### config.mk
export PLATFORM = sky130hd
export DESIGN_NAME = axi4_lite_master_bridge
export DESIGN_NICKNAME = d
export VERILOG_FILES = /design/src/rtl/axi4_lite_master_bridge.sv
export SDC_FILE = /design/constraint.sdc
export NUM_CORES = 1
export LEC_CHECK = 0
export BUFFER_PORTS_ARGS = -buffer_cell sky130_fd_sc_hd__buf_2
export CORE_UTILIZATION = 47
export CTS_BUF_LIST = sky130_fd_sc_hd__clkbuf_4
export CTS_CLUSTER_DIAMETER = 60
export DETAILED_ROUTE_END_ITERATION = 16
export PLACE_DENSITY = 0.82
export SLEW_MARGIN = 0
export SYNTH_ARGS = -nofsm -noshare
export SYNTH_HDL_FRONTEND = slang
export SYNTH_SLANG_ARGS = --single-unit
### constraint.sdc
create_clock -name clk -period 1.6 [get_ports clk]
set_input_delay 0.08 -clock clk [delete_from_list [all_inputs] [get_ports clk]]
set_output_delay 0.08 -clock clk [all_outputs]
set_load 0.03 [all_outputs]
### src/rtl/axi4_lite_master_bridge.sv
// axi4_lite_master_bridge: converts the host command controller's single-word
// address/data handshake into one-at-a-time AXI4-Lite master transactions.
// Optional watchdog enabled by defining AXI_BRIDGE_TIMEOUT_EN.
module axi4_lite_master_bridge #(
  parameter int unsigned ADDR_W         = 32,
  parameter int unsigned DATA_W         = 32,
  parameter int unsigned TIMEOUT_CYCLES = 1024
) (
  input  logic                clk,
  input  logic                reset_n,
  input  logic                i_addr_valid,
  input  logic                i_write_enable,
  input  logic                i_write_data_valid,
  input  logic [31:0]         i_common,
  output logic                o_addr_ready,
  output logic                o_write_data_ready,
  output logic                o_read_data_valid,
  input  logic                i_read_data_ready,
  output logic [DATA_W-1:0]   o_read_data,
  output logic                o_rd_err,
  output logic                o_wr_err,
  input  logic                i_err_clear,
  output logic [ADDR_W-1:0]   m_axi_awaddr,
  output logic [2:0]          m_axi_awprot,
  output logic                m_axi_awvalid,
  input  logic                m_axi_awready,
  output logic [DATA_W-1:0]   m_axi_wdata,
  output logic [DATA_W/8-1:0] m_axi_wstrb,
  output logic                m_axi_wvalid,
  input  logic                m_axi_wready,
  input  logic [1:0]          m_axi_bresp,
  input  logic                m_axi_bvalid,
  output logic                m_axi_bready,
  output logic [ADDR_W-1:0]   m_axi_araddr,
  output logic [2:0]          m_axi_arprot,
  output logic                m_axi_arvalid,
  input  logic                m_axi_arready,
  input  logic [DATA_W-1:0]   m_axi_rdata,
  input  logic [1:0]          m_axi_rresp,
  input  logic                m_axi_rvalid,
  output logic                m_axi_rready
);

  typedef enum logic [2:0] {
    IDLE, WAIT_WDATA, WRITE_REQ, WRITE_RESP, READ_REQ, READ_RESP, READ_HOLD
  } state_t;

  state_t            state;
  logic [ADDR_W-1:0] addr_q;
  logic [DATA_W-1:0] data_q;
  logic              aw_done, w_done;
  logic              aw_hs, w_hs, b_hs, ar_hs, r_hs;
  logic              aw_fin, w_fin;

  if (TIMEOUT_CYCLES == 0) begin : g_bad_timeout
    $error("TIMEOUT_CYCLES must be nonzero");
  end

  assign aw_hs  = m_axi_awvalid && m_axi_awready;
  assign w_hs   = m_axi_wvalid && m_axi_wready;
  assign b_hs   = m_axi_bvalid && m_axi_bready;
  assign ar_hs  = m_axi_arvalid && m_axi_arready;
  assign r_hs   = m_axi_rvalid && m_axi_rready;
  assign aw_fin = aw_done || aw_hs;
  assign w_fin  = w_done || w_hs;

  assign o_addr_ready       = reset_n && (state == IDLE) && i_addr_valid;
  assign o_write_data_ready = reset_n && (state == WAIT_WDATA) && i_write_data_valid;

  assign m_axi_awaddr = addr_q;
  assign m_axi_araddr = addr_q;
  assign m_axi_wdata  = data_q;
  assign m_axi_awprot = '0;
  assign m_axi_arprot = '0;
  assign m_axi_wstrb  = '1;

`ifdef AXI_BRIDGE_TIMEOUT_EN
  localparam int unsigned CNT_W = $clog2(TIMEOUT_CYCLES + 1);
  logic [CNT_W-1:0] tmo_cnt;
  logic             timed, leaving, timeout;

  assign timed   = state inside {WRITE_REQ, WRITE_RESP, READ_REQ, READ_RESP};
  assign leaving = (state == WRITE_REQ  && aw_fin && w_fin) ||
                   (state == WRITE_RESP && b_hs) ||
                   (state == READ_REQ   && ar_hs) ||
                   (state == READ_RESP  && r_hs);
  // A handshake in the final cycle counts as progress, not as a timeout.
  assign timeout = timed && !leaving && (tmo_cnt == CNT_W'(TIMEOUT_CYCLES - 1));

  // Watchdog: counts cycles spent in one waiting state, clears on any state change.
  always_ff @(posedge clk) begin
    if (!reset_n) tmo_cnt <= '0;
    else          tmo_cnt <= (timed && !leaving && !timeout) ? tmo_cnt + 1'b1 : '0;
  end
`endif

  // Transaction FSM; AXI valid/ready are registered decodes of the current state.
  always_ff @(posedge clk) begin
    if (!reset_n) begin
      state             <= IDLE;
      addr_q            <= '0;
      data_q            <= '0;
      aw_done           <= 1'b0;
      w_done            <= 1'b0;
      m_axi_awvalid     <= 1'b0;
      m_axi_wvalid      <= 1'b0;
      m_axi_bready      <= 1'b0;
      m_axi_arvalid     <= 1'b0;
      m_axi_rready      <= 1'b0;
      o_read_data       <= '0;
      o_read_data_valid <= 1'b0;
      o_rd_err          <= 1'b0;
      o_wr_err          <= 1'b0;
    end else begin
      // Clear first; any error set below in the same cycle overrides it.
      if (i_err_clear) begin
        o_rd_err <= 1'b0;
        o_wr_err <= 1'b0;
      end
      m_axi_awvalid <= (state == WRITE_REQ) && !aw_fin;
      m_axi_wvalid  <= (state == WRITE_REQ) && !w_fin;
      aw_done       <= (state == WRITE_REQ) && aw_fin && !w_fin;
      w_done        <= (state == WRITE_REQ) && w_fin && !aw_fin;
      m_axi_bready  <= (state == WRITE_RESP) && !b_hs;
      m_axi_arvalid <= (state == READ_REQ) && !ar_hs;
      m_axi_rready  <= (state == READ_RESP) && !r_hs;
      case (state)
        IDLE: if (i_addr_valid) begin
          addr_q <= i_common[ADDR_W-1:0];
          state  <= i_write_enable ? WAIT_WDATA : READ_REQ;
        end
        WAIT_WDATA: if (i_write_data_valid) begin
          data_q <= i_common[DATA_W-1:0];
          state  <= WRITE_REQ;
        end
        WRITE_REQ: if (aw_fin && w_fin) state <= WRITE_RESP;
        WRITE_RESP: if (b_hs) begin
          if (m_axi_bresp != 2'b00) o_wr_err <= 1'b1;
          state <= IDLE;
        end
        READ_REQ: if (ar_hs) state <= READ_RESP;
        READ_RESP: if (r_hs) begin
          o_read_data       <= m_axi_rdata;
          o_read_data_valid <= 1'b1;
          if (m_axi_rresp != 2'b00) o_rd_err <= 1'b1;
          state <= READ_HOLD;
        end
        READ_HOLD: if (i_read_data_ready) begin
          o_read_data_valid <= 1'b0;
          state             <= IDLE;
        end
        default: state <= IDLE;
      endcase
`ifdef AXI_BRIDGE_TIMEOUT_EN
      if (timeout) begin
        m_axi_awvalid <= 1'b0;
        m_axi_wvalid  <= 1'b0;
        m_axi_bready  <= 1'b0;
        m_axi_arvalid <= 1'b0;
        m_axi_rready  <= 1'b0;
        aw_done       <= 1'b0;
        w_done        <= 1'b0;
        if (state == READ_REQ || state == READ_RESP) begin
          o_rd_err          <= 1'b1;
          o_read_data       <= DATA_W'(32'hDEADBEEF);
          o_read_data_valid <= 1'b1;
          state             <= READ_HOLD;
        end else begin
          o_wr_err <= 1'b1;
          state    <= IDLE;
        end
      end
`endif
    end
  end

endmodule
==> run summary, run 1 <==
Clock network
• **CTS max path bufs** 2
• **root buffer selected by CTS** clkbuf_4
• **clock buffer count from CTS** 9
• **TritonCTS Sinks** 109
• **clock network latency to the later pin of the worst-skew pair** 440 ps
• **clock transition at the registers of the reported paths** 170 ps
• **H-tree level count** 3
• **clock tree from TritonCTS** yes

Setup path
• **kind of cell adding the most delay to the critical path** simple AND/OR/NAND/NOR gates
• **most numerous cell on the critical path** buf_6
• **peak per-stage delay on the critical path** 390 ps
• **capturing element type of the critical path** primary output
• **start-to-end type of the worst setup path** flip-flop to primary output
• **WP buf/inv** 3
• **Worst Path Required** 1520 ps
• **CP arrival** 1710 ps
• **maximum fanout along the worst path** 5
• **CP startpoint kind** flip-flop
• **CP Cell Sequence** buf_12, nor2b_4, and3b_2, buf_6, and2_1, buf_6
• **crit path max-delay cell type** dfxtp_4

Floorplan
• **overall die area** 0.00994 sq mm
• **DIE HEIGHT** 99.7 um
• **standard-cell row count** 35
• **chip width** 99.7 um
• **starting density of the core** 0.485
• **number of top-level pins** 228
• **Core ar.** 0.00924 sq mm

Synthesis
• **yosys synthesis warning count** 0
• **flop and latch count out of synthesis** 109
• **Mapped Avg Cell Area** 8.38 sq um
• **synth unique cells** 33
• **mapped cell area** 0.00448 sq mm
• **fraction of the yosys area taken by sequential cells** 0.487
• **Syn Inst Count** 535

Detailed routing
• **DRC marker count from the first detailed-route iteration** 121
• **post-DR wirelength/cell** 14.4 um
• **Residual DRC** 0
• **Initial DRT Pass Iterations** 4
• **remaining antenna violation count after routing** 0
• **final wirelength** 13,300 um
• **Via-to-Cell Ratio** 4.92
• **total via count after detailed routing** 4,547

Global route
• **number of antenna violations at the first check in global routing** 0
• **final global-route overflow total** 0
• **maximum number of pins on one net before global-route repair** 59
• **wire length of the first global-routing pass** 20,500 um
• **total routing resource utilization after global routing** 0.260
• **number of global-route vias before repair** 4,472

Outcome
• **status** finished, violations left
• **failing checks** negative setup slack

STA
• **RSZ-0062 raised after global routing** yes
• **setup slack of the critical path after layout** -192 ps
• **maximum clock skew at final layout** 20.8 ps
• **Max Transition Viols Final** 0
• **achievable frequency** 558 MHz
• **total count of hold-check failures in the final report** 0
• **worst hold slack after final layout** 37.9 ps
• **minimum clock period** 1790 ps
• **setup violators final** 3
• **Sum Neg Setup Slack** -374 ps
• **crit share post-route** 1.12

Final layout
• **Antenna diodes** 0
• **Final nets** 871
• **fraction of final layout cells sized beyond drive strength 1** 0.335
• **count of non-filler cells in the finished layout** 925
• **area added between synthesis and finish** 45.0%
• **# fillers** 663

Flow run
• **MaxCap Viol Count** 0

Power and ir drop
• **Max VDD drop** 572 uV
• **areal power density over the cells** 1180 mW/mm^2
• **P_leak** 2.98 nW

Placement
• **cell count after placement** 827
• **number of port buffers** 217
• **routability congestion estimate** 0.774
• **half-perimeter wire length of the detailed placement result** 8210 um

Worst hold path
• **class of the tightest hold or removal check** primary input to flip-flop

## registers in the layout, summed over array words and instances (netlist names)
register and cells:
m_axi_rready 1, o_read_data 32, o_rd_err 1, m_axi_arvalid 1, o_wr_err 1, m_axi_araddr 32, m_axi_wdata 32, m_axi_wvalid 1
aw_done 1, state 3, m_axi_bready 1, w_done 1, o_read_data_valid 1, m_axi_awvalid 1
## power breakdown
| group | total (mW) | internal (mW) | leakage [nW] | switching, mW |
|---|---|---|---|---|
| logic | 2.99 | 1.10 | 2.00 | 1.90 |
| registers | 3.23 | 3.02 | 0.886 | 0.214 |
| clock network | 1.47 | 0.529 | 0.0850 | 0.944 |
| total | 7.70 | 4.64 | 2.98 | 3.05 |
## metal layers
metal	wire length (um)	up-vias	global-route usage	share of wire
li1	-	2189	-	-
met5	0	-	0	0
met3	769	36	0.0682	0.058
met2	7030	205	0.495	0.53
met1	5170	2117	0.272	0.39
met4	362	0	0.0962	0.027
## per-stage QoR
stage	setup slack, ps	utilization	total power, mW	instance area, sq um
after floorplan	68.6	-	5.25	4510
after global placement	94.6	0.589	5.82	5440
after detailed placement	16.0	0.589	5.89	5440
after CTS	-231	0.697	7.66	6440
after global routing	-300	0.704	8.10	6500
final	-192	0.704	7.70	6500
## Yosys cell counts
| library cell | instances | area, sq um |
|---|---|---|
| o31ai_1 | 1 | 7.51 |
| and2_1 | 4 | 25.0 |
| a31oi_1 | 1 | 6.26 |
| nand3b_1 | 2 | 15.0 |
| a211oi_1 | 1 | 7.51 |
| nand3_1 | 2 | 10.0 |
| nand2_1 | 198 | 743 |
| a21boi_1 | 15 | 113 |
| a221oi_2 | 1 | 15.0 |
| nand2b_1 | 3 | 18.8 |
| and3b_1 | 1 | 8.76 |
| o22ai_1 | 2 | 12.5 |
| buf_6 | 1 | 11.3 |
| conb_1 | 2 | 7.51 |
| and4_1 | 3 | 26.3 |
| dfxtp_1 | 109 | 2180 |
| a22o_1 | 1 | 8.76 |
| a2111oi_0 | 1 | 8.76 |
| o21ai_0 | 7 | 35.0 |
| o311ai_1 | 1 | 8.76 |
| a21oi_1 | 2 | 10.0 |
| buf_2 | 16 | 80.1 |
| and3_1 | 1 | 6.26 |
| inv_1 | 1 | 3.75 |
| clkbuf_1 | 18 | 67.6 |
| nand4b_1 | 1 | 8.76 |
| a21boi_0 | 84 | 631 |
| nor2_1 | 4 | 15.0 |
| nor3_1 | 2 | 10.0 |
| nor4b_4 | 1 | 23.8 |
| buf_4 | 42 | 315 |
| clkbuf_2 | 1 | 5.00 |
| nor2b_1 | 6 | 37.5 |
## cells by family (layout without fill, tap and decap cells)
logic type | Yosys count | after routing | synth area share
flip-flops | 109 | 109 | 0.487
other | 2 | 10 | 0.00167
buffers and inverters | 79 | 332 | 0.108
AO/OA/AOI/OAI | 117 | 117 | 0.193
AND/OR/NAND/NOR | 228 | 228 | 0.211
## worst paths after layout
path                  startpoint            endpoint  slack, ps  cells past startpoint
setup / recovery        state[0]  o_write_data_ready       -190                      6
hold reg to reg     m_axi_rready        m_axi_rready        460                      1
setup reg to reg        state[0]            state[0]        -10                      6
hold / removal    m_axi_bresp[1]            o_wr_err         40                      4
## timing repair
action                                  in CTS  in global routing
resized for setup                           15                 12
endpoints found under the setup margin       3                 62
gates cloned                                 0                  1
setup buffers                                6                  1
hold buffers                                75                  0
hold endpoints to repair                   106                  0
pin swaps                                    5                  1
## tightest hold or removal path: cells and delay by family
family / cells / cell delay, ps
AOI/OAI and AO/OA: 2 / 170
buffers and inverters: 1 / 70
and+or+nand+nor: 1 / 130
## cells in the final DEF (no fill, tap or decap), drive strengths merged, types with 3 or more instances in the layout
cell type | synthesis | final
nor2b | 6 | 6
and2 | 4 | 4
nand2b | 3 | 3
inv | 1 | 4
o21ai | 7 | 7
buf | 59 | 239
dfxtp | 109 | 109
nor2 | 4 | 4
dlygate4sd3 | 0 | 75
and4 | 3 | 3
conb | 2 | 10
a21boi | 99 | 99
clkbuf | 19 | 11
nand2 | 198 | 198
## layout make-up
| type | count | area (sq um) | share of cell area |
|---|---|---|---|
| repair buffers | 315 | 2120 | 0.327 |
| inverters | 1 | 3.75 | 0.000577 |
| flip-flops and latches | 109 | 2190 | 0.337 |
| multi-input cells | 355 | 1870 | 0.287 |
| clock inverters | 6 | 78.8 | 0.0121 |
| well taps | 129 | 161 | 0.0248 |
| clock buffers | 10 | 75.1 | 0.0115 |
No activity file was read; power rests on OpenSTA's default activity.
==> run 2, diff against run 1 <==
--- a/config.mk
+++ b/config.mk
@@ -6,11 +6,11 @@
 export NUM_CORES = 1
 export LEC_CHECK = 0
 export BUFFER_PORTS_ARGS = -buffer_cell sky130_fd_sc_hd__buf_2
-export CORE_UTILIZATION = 47
+export CORE_UTILIZATION = 50
 export CTS_BUF_LIST = sky130_fd_sc_hd__clkbuf_4
-export CTS_CLUSTER_DIAMETER = 60
+export CTS_CLUSTER_DIAMETER = 120
 export DETAILED_ROUTE_END_ITERATION = 16
-export PLACE_DENSITY = 0.82
+export PLACE_DENSITY = 0.87
 export SLEW_MARGIN = 0
 export SYNTH_ARGS = -nofsm -noshare
 export SYNTH_HDL_FRONTEND = slang
==> constraint.sdc (replaced) <==
create_clock -name clk -period 2.2 [get_ports clk]
set_input_delay 0.11 -clock clk [delete_from_list [all_inputs] [get_ports clk]]
set_output_delay 0.11 -clock clk [all_outputs]
set_load 0.03 [all_outputs]
==> run 2 against run 1 <==
Effect of this change:
- the run now ends clean
- total power shrank 33%
- routed wire length shrank 5.6%
- sequential share of layout area grew 1.6 points
- critical path depth shrank 3
- sequential cell count is the same
- sequential power shrank 26%
- via count shrank 1.4%
- worst hold slack gained 12 ps
- die area shrank 5.9%
- cell area shrank 4.7%
- worst setup slack gained 430 ps
- utilization grew 0.66 points
- critical path type unchanged
==> run summary, run 2 (synthesized netlist as in run 1, its figures left out) <==
Outcome
• **status** completed

Floorplan
• **standard-cell row count** 34
• **Core ar.** 0.00872 sq mm
• **starting density of the core** 0.514
• **overall die area** 0.00935 sq mm
• **number of top-level pins** 228
• **chip width** 96.7 um
• **DIE HEIGHT** 96.7 um

Global route
• **final global-route overflow total** 0
• **maximum number of pins on one net before global-route repair** 59
• **wire length of the first global-routing pass** 20,100 um
• **number of antenna violations at the first check in global routing** 0
• **number of global-route vias before repair** 4,335
• **total routing resource utilization after global routing** 0.264

Final layout
• **leading cell types in the layout, fill and taps excluded** buf_2 (217), nand2_1 (198), dfxtp_1 (108), a21boi_0 (84), dlygate4sd3_1 (73)
• **area added between synthesis and finish** 38.1%
• **Final nets** 856
• **Design Area, Final** 0.00619 sq mm
• **Antenna diodes** 0
• **leading cell type in the layout, fill and taps excluded** buf_2
• **fraction of final layout cells sized beyond drive strength 1** 0.313

STA
• **achievable frequency** 510 MHz
• **worst hold slack after final layout** 49.9 ps
• **Worst-Margin Slew** 608 ps
• **crit share post-route** 0.890
• **Sum Neg Setup Slack** 0 ps
• **Max Transition Viols Final** 0
• **setup violators final** 0
• **remaining max-slew budget at the tightest pin** 0.594
• **total count of hold-check failures in the final report** 0
• **minimum clock period** 1960 ps
• **maximum clock skew at final layout** 22.8 ps
• **setup slack of the critical path after layout** 241 ps
• **RSZ-0062 raised after global routing** no

Power and ir drop
• **Combinational Power Share** 0.370
• **Clk network pwr share** 0.172
• **Max VDD drop** 349 uV
• **net switching power** 2.13 mW
• **portion of total power attributed to sequential cells** 0.458
• **P_leak** 2.84 nW
• **Int Power** 3.05 mW
• **areal power density over the cells** 837 mW/mm^2
• **switching share of power** 0.411

Clock network
• **clock transition at the registers of the reported paths** 150 ps
• **H-tree level count** 3
• **TritonCTS Sinks** 109
• **CTS max path bufs** 2
• **clock tree from TritonCTS** yes
• **buffer count from post-CTS setup fixing** 0
• **clock buffer count from CTS** 9
• **clock network latency to the later pin of the worst-skew pair** 440 ps
• **root buffer selected by CTS** clkbuf_4

Detailed routing
• **final wirelength** 12,600 um
• **DRC marker count from the first detailed-route iteration** 118
• **post-DR wirelength/cell** 14.2 um
• **remaining antenna violation count after routing** 0
• **Initial DRT Pass Iterations** 4
• **total via count after detailed routing** 4,485
• **Residual DRC** 0
• **Via-to-Cell Ratio** 5.05

Setup path
• **CP arrival** 1850 ps
• **WP buf/inv** 1
• **crit path max-delay cell type** dfxtp_1
• **CP startpoint kind** flip-flop
• **CP Cell Sequence** nor4b_4, and2_1, buf_2
• **peak per-stage delay on the critical path** 530 ps
• **start-to-end type of the worst setup path** flip-flop to primary output
• **maximum fanout along the worst path** 19
• **capturing element type of the critical path** primary output
• **kind of cell adding the most delay to the critical path** simple AND/OR/NAND/NOR gates
• **Worst Path Required** 2090 ps

Flow run
• **MaxCap Viol Count** 0

Placement
• **routability congestion estimate** 0.787
• **Post-Place Setup Slack** 419 ps
• **instance area after placement** 0.00534 sq mm
• **half-perimeter wire length of the detailed placement result** 8030 um
• **number of port buffers** 217

Worst hold path
• **class of the tightest hold or removal check** primary input to flip-flop

[run 2: layer usage]
metal,global-route usage,up-vias,part of all wire
met2,0.480,187,0.51
met4,0.138,0,0.040
met3,0.0607,40,0.061
li1,-,2161,-
met1,0.281,2097,0.39
met5,0,-,0
[run 2: layout make-up]
type / instances / area (sq um)
fillers: 646 / 2530
multi-input cells: 355 / 1850
repair buffers: 300 / 1900
inverters: 1 / 3.75
clock inverters: 6 / 50.0
flip-flops and latches: 109 / 2180
clock buffers: 9 / 67.6
well taps: 108 / 135
[run 2: path summary, 6_finish.rpt]
| path | start | endpoint | slack, ps | cells past startpoint |
|---|---|---|---|---|
| max | state[1] | o_addr_ready | 240 | 3 |
| min | i_read_data_ready | o_read_data_valid | 50 | 4 |
| max reg2reg | state[2] | o_read_data[5] | 370 | 5 |
| min reg2reg | o_read_data[24] | o_read_data[24] | 460 | 2 |
[run 2: worst min-delay path, cell delays in order]
cell and delay [ps]:
buf_2 100, nand4b_1 100, nand2_1 70, a21boi_0 60
[run 2: stage by stage]
step / power [mW] / instances / util
global route: 5.45 / 888 / 0.710
global placement: 4.17 / 800 / 0.613
floorplan: 3.82 / 543 / -
detailed placement: 4.21 / 800 / 0.613
finish: 5.19 / 888 / 0.710
CTS: 5.19 / 888 / 0.710
[run 2: power groups by stage]
stage                     Combinational (mW)  Clock, mW  Sequential [mW]
after global placement                  1.77          0             2.40
final                                   1.92      0.891             2.38
after floorplan                         1.10          0             2.72
after detailed placement                1.80          0             2.41
after global routing                    2.04       1.00             2.41
after CTS                               1.90      0.919             2.37
[run 2: repair_timing]
action	4_1_cts	5_1_grt
gates resized for setup	0	1
setup endpoints to repair	0	1
hold endpoints to repair	103	0
hold buffers	73	0
==> run 3, diff against run 2 <==
--- a/config.mk
+++ b/config.mk
@@ -5,11 +5,13 @@
 export SDC_FILE = /design/constraint.sdc
 export NUM_CORES = 1
 export LEC_CHECK = 0
+export ABC_AREA = 1
 export BUFFER_PORTS_ARGS = -buffer_cell sky130_fd_sc_hd__buf_2
 export CORE_UTILIZATION = 50
 export CTS_BUF_LIST = sky130_fd_sc_hd__clkbuf_4
 export CTS_CLUSTER_DIAMETER = 120
 export DETAILED_ROUTE_END_ITERATION = 16
+export MAX_ROUTING_LAYER = met4
 export PLACE_DENSITY = 0.87
 export SLEW_MARGIN = 0
 export SYNTH_ARGS = -nofsm -noshare
==> run 3 against run 2 <==
Effect of this change:
- routed wire length grew 7.4%
- sequential share of layout area grew 1.3 points
- die area shrank 1.5%
- utilization grew 0.17 points
- combinational power grew 16%
- clock-buffer cell count grew 1
- worst setup slack lost 44 ps
- first-iteration DRC count grew 58%
- critical endpoint is now o_rd_err
==> run summary, run 3 <==
Placement
• **Post-Place Setup Slack** 442 ps
• **routability congestion estimate** 0.835
• **number of port buffers** 217
• **half-perimeter wire length of the detailed placement result** 8450 um

Flow run
• **MaxCap Viol Count** 0

Global route
• **maximum number of pins on one net before global-route repair** 67
• **final global-route overflow total** 0
• **fraction of met1 tracks used by global routing** 0.337
• **number of antenna violations at the first check in global routing** 0
• **layer with the highest usage** met2
• **wire length of the first global-routing pass** 21,400 um
• **number of global-route vias before repair** 4,470
• **global routing usage on met2** 0.534
• **met3 layer usage reported by global route** 0.0742
• **total routing resource utilization after global routing** 0.315

STA
• **minimum clock period** 2000 ps
• **Max Transition Viols Final** 0
• **Worst-Margin Slew** 830 ps
• **setup violators final** 0
• **worst hold slack after final layout** 52.4 ps
• **setup slack of the critical path after layout** 197 ps
• **remaining max-slew budget at the tightest pin** 0.446
• **maximum clock skew at final layout** 25.3 ps
• **achievable frequency** 499 MHz
• **Sum Neg Setup Slack** 0 ps
• **total count of hold-check failures in the final report** 0
• **RSZ-0062 raised after global routing** no
• **crit share post-route** 0.910

Synthesis
• **fraction of the yosys area taken by sequential cells** 0.494
• **area share of the largest cell type after synthesis** 0.494
• **Mapped Avg Cell Area** 8.00 sq um
• **Syn Inst Count** 552
• **top area cells in the synthesized netlist** dfxtp_1 (49%), nor2_1 (12%), buf_4 (7.1%)
• **yosys synthesis warning count** 0
• **flip-flop cell with the highest count after synthesis** dfxtp_1
• **count leader, synth** nor2_1
• **count of flip-flops with a built-in enable after synthesis** 0
• **most frequent cells after synthesis** nor2_1 (141), dfxtp_1 (109), o21ai_0 (54)
• **mapped cell area** 0.00441 sq mm
• **synth unique cells** 25
• **flop and latch count out of synthesis** 109
• **cell taking the most area after synthesis** dfxtp_1
• **async set or reset register ratio after synthesis** 0

Power and ir drop
• **portion of total power attributed to sequential cells** 0.434
• **P_leak** 2.89 nW
• **net switching power** 2.36 mW
• **areal power density over the cells** 920 mW/mm^2
• **Combinational Power Share** 0.406
• **Clk network pwr share** 0.160
• **Final Total Pwr** 5.49 mW
• **Max VDD drop** 517 uV
• **Int Power** 3.13 mW
• **switching share of power** 0.430

Clock network
• **clock transition at the registers of the reported paths** 160 ps
• **TritonCTS Sinks** 109
• **clock buffer count from CTS** 9
• **buffer count from post-CTS setup fixing** 0
• **clock network latency to the later pin of the worst-skew pair** 440 ps
• **root buffer selected by CTS** clkbuf_4
• **clock tree from TritonCTS** yes
• **H-tree level count** 3
• **CTS max path bufs** 2

Setup path
• **crit path max-delay cell type** dlygate4sd3_1
• **Worst Path Required** 2590 ps
• **peak per-stage delay on the critical path** 570 ps
• **WP buf/inv** 3
• **setup slack on the worst flop-to-flop path** 200 ps
• **CP Cell Sequence** inv_2, nor2_4, nand3_4, inv_4, o21ai_0, a21oi_1, dlygate4sd3_1
• **CP arrival** 2390 ps
• **maximum fanout along the worst path** 33
• **kind of cell adding the most delay to the critical path** buffers and inverters
• **capturing element type of the critical path** flip-flop
• **start-to-end type of the worst setup path** flip-flop to flip-flop
• **CP startpoint kind** flip-flop

Floorplan
• **standard-cell row count** 33
• **overall die area** 0.00921 sq mm
• **DIE HEIGHT** 96.0 um
• **chip width** 96.0 um
• **Core ar.** 0.00838 sq mm
• **starting density of the core** 0.527
• **number of top-level pins** 228

Detailed routing
• **DRC marker count from the first detailed-route iteration** 186
• **Via-to-Cell Ratio** 5.16
• **remaining antenna violation count after routing** 0
• **post-DR wirelength/cell** 15.1 um
• **final wirelength** 13,500 um
• **Initial DRT Pass Iterations** 5
• **Residual DRC** 0
• **total via count after detailed routing** 4,631

Final layout
• **leading cell type in the layout, fill and taps excluded** buf_2
• **Final nets** 868
• **# fillers** 653
• **area added between synthesis and finish** 35.2%
• **fraction of final layout cells sized beyond drive strength 1** 0.326
• **leading cell types in the layout, fill and taps excluded** buf_2 (217), nor2_1 (141), dfxtp_1 (109), dlygate4sd3_1 (70), o21ai_0 (54)
• **Antenna diodes** 0

Outcome
• **status** completed

Worst hold path
• **class of the tightest hold or removal check** primary input to flip-flop

[run 3: cell count changes after synthesis, moves of 9 or more]
| cell | before | now |
|---|---|---|
| o21ai_1 | 0 | 14 |
| buf_2 | 16 | 7 |
| nand3_1 | 2 | 37 |
| nand2_1 | 198 | 44 |
| nor2_1 | 4 | 141 |
| a21oi_1 | 2 | 39 |
| a21boi_1 | 15 | 0 |
| buf_6 | 1 | 12 |
| a21boi_0 | 84 | 0 |
| o21ai_0 | 7 | 54 |
[run 3: layout make-up]
type	instances	area [sq um]	area share
timing repair buffer	293	1830	0.307
tap	105	131	0.0220
sequential	109	2180	0.366
inverter	14	55.1	0.00923
clock buffer	10	75.1	0.0126
multi-input combinational	361	1660	0.277
clock inverter	5	36.3	0.00608
[run 3: power groups by stage]
stage               Sequential, mW  Combinational, mW  Clock [mW]
floorplan                     2.81               1.35           0
CTS                           2.38               2.21       0.898
finish                        2.38               2.23       0.880
detailed placement            2.42               2.11           0
global route                  2.41               2.41       0.985
global placement              2.41               2.06           0
[run 3: per-stage QoR]
stage	cell area [sq um]	util	std cells
floorplan	4440	-	560
global placement	5150	0.615	812
detailed placement	5150	0.615	812
CTS	5960	0.712	897
global route	5970	0.712	897
finish	5970	0.712	897
[run 3: kinds of logic after synthesis]
| logic type | count (synthesis) | synth area share |
|---|---|---|
| other cells | 2 | 0.00170 |
| compound gates | 110 | 0.127 |
| simple gates | 241 | 0.240 |
| buf+inv | 90 | 0.137 |
| flops | 109 | 0.494 |
[run 3: metal layers]
metal | vias up | share of wire
li1 | 2200 | -
met1 | 2111 | 0.38
met2 | 257 | 0.52
met3 | 63 | 0.063
met4 | 0 | 0.046
met5 | - | 0
[run 3: worst paths after layout]
check                     start             to  depth (start not counted)
hold / removal    m_axi_awready  m_axi_awvalid                          4
setup / recovery       state[0]       o_rd_err                          7
hold reg to reg        o_wr_err       o_wr_err                          2
setup reg to reg       state[0]       o_rd_err                          7
[run 3: worst register-to-register path: stages, from the launching register on]
cell           delay, ps
dfxtp_1              420
inv_2                100
nor2_4               180
nand3_4              100
inv_4                270
o21ai_0              170
a21oi_1              160
dlygate4sd3_1        570
[run 3: what timing repair did]
action,CTS,global route
endpoints found under the hold margin,102,0
endpoints found under the setup margin,0,1
hold buffers,70,0
resized for setup,0,2
